==> src/rtl/frame_stream_writer.sv <==
// frame_stream_writer: dibit stream to frame buffer writes with header address, bounds check and bank swap
module frame_stream_writer #(
    parameter int PIXEL_W       = 8,
    parameter int FRAME_W       = 320,
    parameter int FRAME_H       = 240,
    parameter int ADDR_W        = 17,
    parameter int HDR_W         = 24,
    parameter int DOUBLE_BUFFER = 1
) (
    input  logic               clk,
    input  logic               rst,
    input  logic               axiiv,
    input  logic [1:0]         axiid,
    output logic               axiov,
    output logic [ADDR_W-1:0]  addr_axiod,
    output logic [PIXEL_W-1:0] pixel_axiod,
    output logic               bank_axiod,
    output logic               display_bank,
    output logic               frame_done,
    output logic [15:0]        drop_count,
    output logic               oob
);
    localparam int DEPTH = FRAME_W * FRAME_H;
    localparam int HN = HDR_W / 2;
    localparam int PN = PIXEL_W / 2;
    localparam int CW = $clog2(HN + 1);
    localparam int PW = $clog2(PN + 1);
    localparam logic [ADDR_W:0] DEP  = (ADDR_W+1)'(DEPTH);
    localparam logic [ADDR_W:0] LAST = (ADDR_W+1)'(DEPTH - 1);
    typedef enum logic [1:0] {IDLE, HEADER, PAYLOAD, DRAIN} state_t;
    state_t state_q, state_d;
    logic [CW-1:0] cnt_q, cnt_d;
    logic [PW-1:0] pcnt_q, pcnt_d;
    logic [ADDR_W-1:0] hdr_q, hdr_d, hdr_n, addr_q, addr_d;
    logic [PIXEL_W-1:0] pix_q, pix_d, pix_n, pout_q, pout_d;
    logic [ADDR_W:0] wr_q, wr_d;
    logic [15:0] drop_q, drop_d, drop_inc;
    logic axiov_q, axiov_d, bout_q, bout_d, done_q, done_d, oob_q, oob_d, bank_q, bank_d, in_range;
    // next-state: header parse, pixel assembly, bounds check, accounting and bank toggle
    always_comb begin
        state_d  = state_q;
        cnt_d    = cnt_q;
        pcnt_d   = pcnt_q;
        hdr_d    = hdr_q;
        pix_d    = pix_q;
        wr_d     = wr_q;
        addr_d   = addr_q;
        pout_d   = pout_q;
        bout_d   = bout_q;
        drop_d   = drop_q;
        oob_d    = oob_q;
        bank_d   = bank_q;
        axiov_d  = 1'b0;
        done_d   = 1'b0;
        hdr_n    = ADDR_W'({hdr_q, axiid});
        pix_n    = PIXEL_W'({pix_q, axiid});
        in_range = wr_q < DEP;
        drop_inc = (&drop_q) ? drop_q : drop_q + 16'd1;
        case (state_q)
            IDLE: begin
                pcnt_d = '0;
                if (axiiv) begin
                    hdr_d   = hdr_n;
                    cnt_d   = CW'(1);
                    state_d = HEADER;
                end
            end
            HEADER: begin
                if (!axiiv) begin
                    drop_d  = drop_inc;
                    state_d = IDLE;
                end else begin
                    hdr_d = hdr_n;
                    cnt_d = cnt_q + CW'(1);
                    if (cnt_q == CW'(HN - 1)) begin
                        state_d = ({1'b0, hdr_n} < DEP) ? PAYLOAD : DRAIN;
                        drop_d  = ({1'b0, hdr_n} < DEP) ? drop_q : drop_inc;
                        wr_d    = {1'b0, hdr_n};
                        pcnt_d  = '0;
                    end
                end
            end
            PAYLOAD: begin
                if (!axiiv) begin
                    state_d = IDLE;
                    pcnt_d  = '0;
                end else begin
                    pix_d  = pix_n;
                    pcnt_d = pcnt_q + PW'(1);
                    if (pcnt_q == PW'(PN - 1)) begin
                        pcnt_d = '0;
                        wr_d   = in_range ? wr_q + 1'b1 : wr_q;
                        oob_d  = oob_q | ~in_range;
                        if (in_range) begin
                            axiov_d = 1'b1;
                            addr_d  = wr_q[ADDR_W-1:0];
                            pout_d  = pix_n;
                            bout_d  = bank_q;
                            done_d  = wr_q == LAST;
                            bank_d  = bank_q ^ (done_d & (DOUBLE_BUFFER != 0));
                        end
                    end
                end
            end
            DRAIN: state_d = axiiv ? DRAIN : IDLE;
            default: state_d = IDLE;
        endcase
    end
    // state and output registers with synchronous reset
    always_ff @(posedge clk) begin
        if (rst) begin
            state_q <= IDLE;
            cnt_q   <= '0;
            pcnt_q  <= '0;
            hdr_q   <= '0;
            pix_q   <= '0;
            wr_q    <= '0;
            addr_q  <= '0;
            pout_q  <= '0;
            bout_q  <= 1'b0;
            drop_q  <= '0;
            oob_q   <= 1'b0;
            bank_q  <= 1'b0;
            axiov_q <= 1'b0;
            done_q  <= 1'b0;
        end else begin
            state_q <= state_d;
            cnt_q   <= cnt_d;
            pcnt_q  <= pcnt_d;
            hdr_q   <= hdr_d;
            pix_q   <= pix_d;
            wr_q    <= wr_d;
            addr_q  <= addr_d;
            pout_q  <= pout_d;
            bout_q  <= bout_d;
            drop_q  <= drop_d;
            oob_q   <= oob_d;
            bank_q  <= bank_d;
            axiov_q <= axiov_d;
            done_q  <= done_d;
        end
    end
    assign axiov        = axiov_q;
    assign addr_axiod   = addr_q;
    assign pixel_axiod  = pout_q;
    assign bank_axiod   = bout_q;
    assign frame_done   = done_q;
    assign drop_count   = drop_q;
    assign oob          = oob_q;
    assign display_bank = (DOUBLE_BUFFER != 0) & ~bank_q;
endmodule

==> config.mk <==
export PLATFORM = sky130hd
export DESIGN_NAME = frame_stream_writer
export DESIGN_NICKNAME = d
export VERILOG_FILES = /design/src/rtl/frame_stream_writer.sv
export SDC_FILE = /design/constraint.sdc
export NUM_CORES = 1
export LEC_CHECK = 0
export ABC_AREA = 1
export CORE_MARGIN = 10
export CORE_UTILIZATION = 62
export CTS_BUF_LIST = sky130_fd_sc_hd__clkbuf_4
export DETAILED_ROUTE_END_ITERATION = 8
export PLACE_DENSITY_LB_ADDON = 0.1
export SYNTH_ARGS = -nofsm -noshare
export SYNTH_HDL_FRONTEND = slang
export SYNTH_SLANG_ARGS = --single-unit
==> constraint.sdc <==
create_clock -name clk -period 4.92 [get_ports clk]
set_clock_uncertainty 0.05 [all_clocks]
set_input_delay 1.23 -clock clk [delete_from_list [all_inputs] [get_ports clk]]
set_output_delay 1.23 -clock clk [all_outputs]
set_load 0.02 [all_outputs]
==> impl_results.md, run 1 <==
- # IOs: 51
- Starting Density: 64.1%
- # setup viols final: 0
- TritonCTS Sinks: 94
- Total of max-cap violations: 0
- Total grt overflow: 0
- Vias: 4228
- Core Box Area: 6830 um2
- Largest net degree at the start of global routing: 49
- Slew Limit Headroom: 61.4%
- Post-Syn Area per Cell: 6.86 um2
- Switching fraction of total power: 25.0%
- P_sw: 319 uW
- Synth cell types: 33
- Root buf cell: clkbuf_4
- Postcts setup bufs: 0
- Crit start category: input pin
- Antenna cell count: 0
- Syn_nets: 648
- Most common library cell in the layout ignoring fill and taps: nand2_1
- Synth area leaders: dfxtp_1 (43%), nand2_1 (15%), a21oi_1 (8.7%), nor2_1 (8.3%), o21ai_0 (5.0%)
- CTS tree: yes
- First-pass GRT wire length: 17.3 mm
- Mapped Cells: 639
- Die Y-Extent: 104 um
- R2r startpoint: state_q[1]
- Clock power frac: 32.5%
- Setup total negative slack: 0 ns
- Critical path arrival: 3.26 ns
- Layout cell share with drive strength beyond 1: 4.24%
- Buffers on Ports: 50
- Register area share after synthesis: 42.9%
- Reg area: 1880 um2
- GRT Resource Usage Total: 18.9%
- Unrepaired setup endpoints after global routing: false
- Ys Warns: 0
- Hold slack: 0.422 ns
- Die width: 104 um
- Int Power: 958 uW
- Multi-input logic area: 2210 um2
- # fillers: 557
- Slew @ Worst Pin: 0.578 ns
- Placed cell area: 4900 um2
- Final ANT Viol Nets: 0
- Fin crit period: 2.98 ns
- Vias in the first global route: 3684
- Register share of total power: 61.6%
- Routed wire per std cell: 13.8 um
- Placed Cells: 764
- Die area: 10800 um2
- Leak: 0.00179 uW
- Crit Path Class: in -> reg
- HPWL after DPL: 7.69 mm
- Most frequent cells in the layout: nand2_1 (177), nor2_1 (97), dfxtp_1 (94)
- Final Cycle Share: 60.6%
- Initial antenna violation count: 0
- Mapped cell area: 4380 um2
- Maximum VDD drop: 0.173 mV
- Final nets: 688
- Global placer's final weighted congestion: 0.921
- Initial drt markers: 306
- Num rows: 30
- Vias per cell: 5.42
- Setup crit start: axiiv
- Final Max Slew Viols: 0
- Worst Setup End Kind: register
- Hold Crit Start: pcnt_q[0]
- Final Hold Violating Endpoints: 0
- DRT Pass-1 Iters: 5
- # hold bufs at CTS: 0
- CTS resizes: 0
- Fin area: 5030 um2
- Area growth, synth to finish: 14.8%
- Final wirelength: 10.8 mm
- Critical Path RT: 5.20 ns
- Reg clk slew, reported paths: 0.14 ns
- DRC: 0
- Utilization after layout: 73.6%
- Logic pwr share: 5.9%
- Num CTS Buffers: 9
- H-tree lvl count: 3
- CTS max path bufs: 2
- Status: completed
- Yosys top cell area share: 42.9%
- Area leader, netlist: dfxtp_1
- Number of synthesized register bits: 94
- Fin cells: 780
- Max Clk Rate: 336 MHz
- Hold Crit Class: reg -> reg
- Power Dens Cells: 254 nW/um2
- Clock Latency Late Sink: 0.45 ns
- Maximum fanout along the worst path: 20
-- power groups by stage --
stage / logic, uW / registers [uW] / clock network (uW)
6_report: 75.3 / 786 / 415
3_3_place_gp: 72.4 / 802 / 0
5_1_grt: 84.8 / 787 / 449
3_5_place_dp: 74.6 / 802 / 0
2_1_floorplan: 55.8 / 799 / 0
4_1_cts: 74.9 / 785 / 419
-- cells by family after synthesis --
group                    synth area share (%)
buffers and inverters                    6.54
AO/OA/AOI/OAI                            15.1
XOR/XNOR                                 2.60
AND/OR/NAND/NOR                          31.7
flip-flops                               42.9
adder cells (fa/ha/maj)                  1.14
-- sequential cells by signal, summed over array words and instances, names as in the netlist --
signal,count
pcnt_q,3
state_q,2
bank_q,1
cnt_q,4
addr_axiod,17
bank_axiod,1
drop_count,16
pixel_axiod,8
axiov,1
hdr_q,15
wr_q,18
pix_q,6
oob,1
frame_done,1
-- Yosys cell counts --
cell type    n
a21oi_1     76
a21oi_2      1
a22oi_1      1
and2_1       2
and3_1       1
buf_2        4
buf_4        5
buf_6        2
clkbuf_1    13
clkinv_1     1
dfxtp_1     94
ha_1         4
inv_1       40
inv_2        1
nand2_1    177
nand2_4      2
nand3_1     34
nand3_2      1
nand3_4      1
nand4_1      8
nor2_1      97
nor2_2       2
nor2_4       2
nor3_1       3
nor3b_1      1
nor4_1       1
o21ai_0     44
o21ai_1      1
o21bai_1     2
o22ai_1      4
or2_2        1
xnor2_1      5
xor2_1       8
-- per-stage QoR --
step / setup WS (ns) / power, uW
floorplan: 2.77 / 855
global placement: 1.62 / 874
CTS: 1.92 / 1280
detailed placement: 1.46 / 877
global route: 1.78 / 1320
finish: 1.94 / 1280
-- routing by layer --
metal | global-route usage (%) | share of wire, % | vias to the layer above | wire length, um
met5 | 0 | 0 | - | 0
met4 | 6.16 | 2.1 | 0 | 229
met3 | 6.07 | 7.9 | 24 | 845
met2 | 30.9 | 47 | 147 | 5060
met1 | 22.9 | 43 | 1914 | 4630
li1 | - | - | 2143 | -
-- path summary, 6_finish.rpt --
path               endpoint  slack [ns]  depth (start not counted)
max                cnt_q[3]        1.94                          7
max reg2reg  addr_axiod[12]        2.42                          8
min               pcnt_q[0]        0.42                          1
min reg2reg       pcnt_q[0]        0.42                          1
-- worst max-delay path, stage by stage --
cell             delay (ns)
clkdlybuf4s50_1        0.64
inv_1                  0.10
nor2_1                 0.10
buf_4                  0.22
clkinv_1               0.39
o21ai_0                0.47
nor3b_1                0.10
-- layout make-up --
type | instances | share of cell area, %
well taps | 96 | 2.39
multi-input cells | 479 | 44.0
repair buffers | 53 | 10.4
inverters | 42 | 3.13
clock inverters | 6 | 1.19
flip-flops and latches | 94 | 37.4
clock buffers | 10 | 1.49
Power figures use the tool's default switching activity.
==> run 2, diff against run 1 <==
Settings changed: CORE_UTILIZATION 62 to 52.
Clock period 4.92 ns to 2.55 ns, I/O delays scaled along.
==> run 2 against run 1 <==
Effect of this change:
- register-to-register slack worse by 1.8 ns
- die area rose by 15%
- first-iteration DRC count decreased by 17%
- cell count rose by 2.3%
- clock power up 99%
- largest cell class unchanged
- utilization fell by 11 points
- flip-flop and latch count is the same
==> impl_results.md, run 2 (synthesis gave the netlist of run 1 again) <==
- Vias in the first global route: 4048 (+9.9%)
- CTS tree: yes
- Utilization after layout: 62.4% (-11 points)
- DRC: 0 (unchanged)
- # hold bufs at CTS: 0 (unchanged)
- Unrepaired setup endpoints after global routing: false
- Fin crit period: 2.29 ns
- Total Power: 2490 uW (+95%)
- Setup crit start: drop_count[6]
- Crit start category: register
- Critical path depth in cells: 1 (-6)
- Max incr delay on CP: 0.66 ns (+0.02 ns)
- R2R Path End: bank_q
- DRT met1 WL: 4.97 mm (+7.5%)
- Leak: 0.00183 uW (+2.3%)
- Largest net degree at the start of global routing: 48 (-2.0%)
- Slowest-stage cell, CP: clkdlybuf4s50_1
- Reg clk slew, reported paths: 0.14 ns (about the same)
- Status: completed
- Die Y-Extent: 112 um (+7.4%)
- Maximum fanout along the worst path: 6 (-70%)
- Most frequent cells in the layout: nand2_1 (177), nor2_1 (97), dfxtp_1 (94)
- # IOs: 51 (unchanged)
- H-tree lvl count: 3 (unchanged)
- Total grt overflow: 0 (unchanged)
- Total of max-cap violations: 0 (unchanged)
- Setup total negative slack: 0 ns (unchanged)
- Core Box Area: 8220 um2 (+20%)
- Final Cycle Share: 89.9%
- Final wirelength: 11.1 mm (+2.8%)
- Area growth, synth to finish: 17.0%
- Buffers on Ports: 50 (unchanged)
- Max Clk Rate: 436 MHz
- Final Hold Violating Endpoints: 0 (unchanged)
- Global placer's final weighted congestion: 0.910 (-1.2%)
- Critical Path Sink: drop_count[6]
- Antenna cell count: 0 (unchanged)
- Slew @ Worst Pin: 0.533 ns (-0.0452 ns)
- Routed wire length on met2: 5.16 mm (+1.9%)
- Initial antenna violation count: 0 (unchanged)
- Maximum VDD drop: 0.340 mV (+96%)
- Slew Limit Headroom: 64.4% (+3.1 points)
- Highest routed layer: met4
- Top reg by flops: wr_q
- Most common library cell in the layout ignoring fill and taps: nand2_1
- Cell chain of the critical path: clkdlybuf4s50_1
- CP delay by family, top: buffers and inverters
- Crit Path Class: reg -> out
- Hold Crit Class: reg -> reg
- First-pass GRT wire length: 18.7 mm (+8.2%)
- Hold slack: 0.417 ns (-0.00431 ns)
- Met3 wire len: 678 um (-20%)
- Max reg flops: 18 (unchanged)
- Vias: 4248 (+0.47%)
- CTS max path bufs: 2 (unchanged)
- WP buf/inv: 1 (-3)
- Clock Latency Late Sink: 0.45 ns (about the same)
- Routed wire per std cell: 13.9 um (+0.52%)
- R2r setup slk: 0.63 ns (-1.79 ns)
- Worst Setup End Kind: output port
- TritonCTS Sinks: 94 (unchanged)
- Die area: 12500 um2 (+15%)
- Critical path arrival: 1.60 ns (-1.66 ns)
- DRT Pass-1 Iters: 5 (unchanged)
- Die width: 112 um (+7.4%)
- Placed cell area: 4990 um2 (+1.9%)
- Final nets: 697 (+1.3%)
- Vias per cell: 5.32 (-1.8%)
- Initial drt markers: 255 (-17%)
- HPWL after DPL: 7.87 mm (+2.3%)
- Critical Path RT: 1.86 ns (-3.34 ns)
- Root buf cell: clkbuf_4
- Starting Density: 53.3% (-11 points)
- Power Dens Cells: 486 nW/um2 (+92%)
- Layout cell share with drive strength beyond 1: 5.48% (+1.2 points)
- Postcts setup bufs: 0 (unchanged)
- Num rows: 33 (+10%)
- # setup viols final: 0 (unchanged)
- Hold depth: 2 (+1)
- Num CTS Buffers: 9 (unchanged)
- Final Max Slew Viols: 0 (unchanged)
- Final ANT Viol Nets: 0 (unchanged)
- CTS resizes: 0 (unchanged)
- Fin area: 5130 um2 (+1.9%)
- R2r startpoint: wr_q[0]
- Worst Reg-to-Reg Cells: 10 (+2)
- GRT Resource Usage Total: 17.5% (-1.4 points)
-- run 2: cell count changes in the layout (fill, tap and decap cells not counted), sizes merged --
cell / change
buf: +9
clkbuf: -1
clkinv: -1
clkinvlp: +1
inv: +1
-- run 2: layer usage --
layer | vias to the layer above | global-route usage [%]
met5 | - | 0
met4 | 0 | 7.37
met3 | 20 | 4.29
met2 | 103 | 28.9
met1 | 1946 | 21.0
li1 | 2179 | -
-- run 2: worst min path at each step --
stage	from	end	slack [ns]
after CTS	pcnt_q[2]	pcnt_q[2]	0.42
after detailed placement	pcnt_q[2]	pcnt_q[2]	0.40
after global placement	pcnt_q[2]	pcnt_q[2]	0.39
after global routing	pcnt_q[2]	pcnt_q[2]	0.44
after floorplan	pcnt_q[2]	pcnt_q[2]	0.38
final	pcnt_q[2]	pcnt_q[2]	0.42
-- run 2: area by class of cell --
cell class	instances	area, um2
multi-input cells	479	2210
flip-flops and latches	94	1880
fillers	784	3090
well taps	105	131
clock inverters	7	71.3
clock buffers	9	67.6
repair buffers	62	603
inverters	42	158
-- run 2: power breakdown --
part           switching (uW)  internal [uW]  leakage (uW)
combinational             102           51.0      0.000999
sequential               21.4           1490      0.000761
clock                     525            301     0.0000704
total                     648           1850       0.00183
-- run 2: through the flow --
| stage | worst slack [ns] | instances |
|---|---|---|
| after floorplan | 0.793 | 639 |
| after global placement | 0.229 | 782 |
| after detailed placement | 0.173 | 782 |
| after CTS | 0.227 | 798 |
| after global routing | 0.169 | 798 |
| final | 0.258 | 798 |
==> run 3, diff against run 2 <==
Settings changed: CORE_MARGIN 10 to 3.
==> run 3 against run 2 <==
Effect of this change:
- power grew 8.0%
- register-to-register slack improved by 0.03 ns
- final area grew 1.1%
- hold slack got worse by 0.0049 ns
- cell count fell by 0.38%
- via count is 1.8% lower
- sequential share of layout area fell by 0.41 points
- clock power rose by 23%
- first-iteration DRC count down 13%
- setup slack gained 0.0087 ns
- combinational power barely moved
- highest routed layer unchanged
==> impl_results.md, run 3 (synthesis gave the netlist of run 1 again) <==
- # IOs: 51 (unchanged)
- Initial antenna violation count: 0 (unchanged)
- Slew Limit Headroom: 67.0% (+2.6 points)
- Clock Latency Late Sink: 0.44 ns (about the same)
- P_sw: 644 uW (-0.54%)
- Clock power frac: 37.9% (+4.8 points)
- Max Clk Rate: 438 MHz (+0.38%)
- H-tree lvl count: 3 (unchanged)
- Met3 wire len: 624 um (-8.0%)
- Buffers on Ports: 50 (unchanged)
- Setup total negative slack: 0 ns (unchanged)
- Crit Path Class: reg -> out
- Logic pwr share: 5.8% (-0.3 points)
- Critical path arrival: 1.60 ns (about the same)
- Final ANT Viol Nets: 0 (unchanged)
- Int Power: 2050 uW (+11%)
- GRT Resource Usage Total: 22.1% (+4.6 points)
- CP delay by family, top: buffers and inverters
- Vias in the first global route: 3749 (-7.4%)
- Total Power: 2690 uW (+8.0%)
- CTS max path bufs: 2 (unchanged)
- # hold bufs at CTS: 0 (unchanged)
- Most frequent cells in the layout: nand2_1 (177), nor2_1 (97), dfxtp_1 (94)
- Global placer's final weighted congestion: 0.903 (-0.69%)
- Num CTS Buffers: 9 (unchanged)
- Root buf cell: clkbuf_4
- Vias: 4173 (-1.8%)
- Vias per cell: 5.25 (-1.4%)
- Register share of total power: 56.3% (-4.5 points)
- Initial drt markers: 223 (-13%)
- Final nets: 697 (unchanged)
- Total of max-cap violations: 0 (unchanged)
- WP buf/inv: 1 (unchanged)
- Maximum fanout along the worst path: 7 (+1)
- Dpl ws: 0.203 ns (+0.0307 ns)
- Highest routed layer: met4
- DRT met1 WL: 4.84 mm (-2.6%)
- Cell chain of the critical path: clkdlybuf4s50_1
- Final Max Slew Viols: 0 (unchanged)
- Worst Setup End Kind: output port
- Postcts setup bufs: 0 (unchanged)
- Max reg flops: 18 (unchanged)
- Status: completed
- Worst Reg-to-Reg Cells: 8 (-2)
- Critical path depth in cells: 1 (unchanged)
- Leak: 0.00186 uW (+1.8%)
- Fin area: 5180 um2 (+1.1%)
- Slowest-stage cell, CP: clkdlybuf4s50_1
- Die width: 97.8 um (-13%)
- Die Y-Extent: 97.8 um (-13%)
- Hold depth: 2 (unchanged)
- Num rows: 32 (-3.0%)
- Routed wire length on met2: 4.65 mm (-9.9%)
- Core Box Area: 7970 um2 (-3.0%)
- Area growth, synth to finish: 18.3%
- DRC: 0 (unchanged)
- DRT Pass-1 Iters: 5 (unchanged)
- Most common library cell in the layout ignoring fill and taps: nand2_1
- Critical Path RT: 1.86 ns (about the same)
- Switching fraction of total power: 23.9% (-2.0 points)
- Placed cell area: 5000 um2 (+0.18%)
- Final wirelength: 10.3 mm (-6.6%)
- Reg clk slew, reported paths: 0.16 ns (+0.02 ns)
- HPWL after DPL: 7.41 mm (-5.8%)
- Power Dens Cells: 519 nW/um2 (+6.8%)
- Routed wire per std cell: 13.0 um (-6.2%)
- Antenna cell count: 0 (unchanged)
- Slew @ Worst Pin: 0.494 ns (-0.0390 ns)
- Starting Density: 55.0% (+1.7 points)
- Max incr delay on CP: 0.66 ns (about the same)
- Layout cell share with drive strength beyond 1: 5.63% (+0.14 points)
- Fin crit period: 2.28 ns (-0.00868 ns)
- Final setup margin: 0.266 ns (+0.00868 ns)
- Unrepaired setup endpoints after global routing: false
- Maximum VDD drop: 0.252 mV (-26%)
- CTS resizes: 0 (unchanged)
- Crit start category: register
- TritonCTS Sinks: 94 (unchanged)
- Hold Crit Class: reg -> reg
- Top reg by flops: wr_q
- Largest net degree at the start of global routing: 48 (unchanged)
- Total grt overflow: 0 (unchanged)
- Die area: 9560 um2 (-23%)
- Utilization after layout: 65.1% (+2.7 points)
- # setup viols final: 0 (unchanged)
- Final Hold Violating Endpoints: 0 (unchanged)
- First-pass GRT wire length: 17.6 mm (-6.4%)
- Final Cycle Share: 89.5% (-0.34 points)
- CTS tree: yes
## run 3: final timing paths
path         slack [ns]             end           start
max                0.27  drop_count[13]  drop_count[13]
min                0.41       pcnt_q[2]       pcnt_q[2]
max reg2reg        0.66  drop_count[14]   drop_count[0]
min reg2reg        0.41       pcnt_q[2]       pcnt_q[2]
## run 3: metal layers
| metal | track usage (%) | vias up |
|---|---|---|
| met5 | 0 | - |
| met4 | 8.41 | 0 |
| met3 | 3.86 | 18 |
| met2 | 35.2 | 130 |
| met1 | 30.0 | 1856 |
| li1 | - | 2169 |
## run 3: stage by stage
| stage | hold slack [ns] | std cells |
|---|---|---|
| after CTS | 0.415 | 795 |
| after floorplan | 0.378 | 639 |
| after detailed placement | 0.394 | 779 |
| final | 0.412 | 795 |
| after global placement | 0.387 | 779 |
| after global routing | 0.440 | 795 |
## run 3: area by class of cell
class / count / area, um2
Multi-Input combinational cell: 479 / 2210
Timing Repair Buffer: 62 / 616
Tap cell: 102 / 128
Sequential cell: 94 / 1880
Fill cell: 699 / 2780
Inverter: 42 / 158
Clock inverter: 7 / 120
Clock buffer: 9 / 67.6
## run 3: power groups by stage
stage / registers [uW] / logic [uW] / clock network, uW
floorplan: 1540 / 108 / 0
finish: 1520 / 155 / 1020
global route: 1520 / 177 / 1110
CTS: 1520 / 155 / 1040
global placement: 1550 / 152 / 0
detailed placement: 1550 / 154 / 0
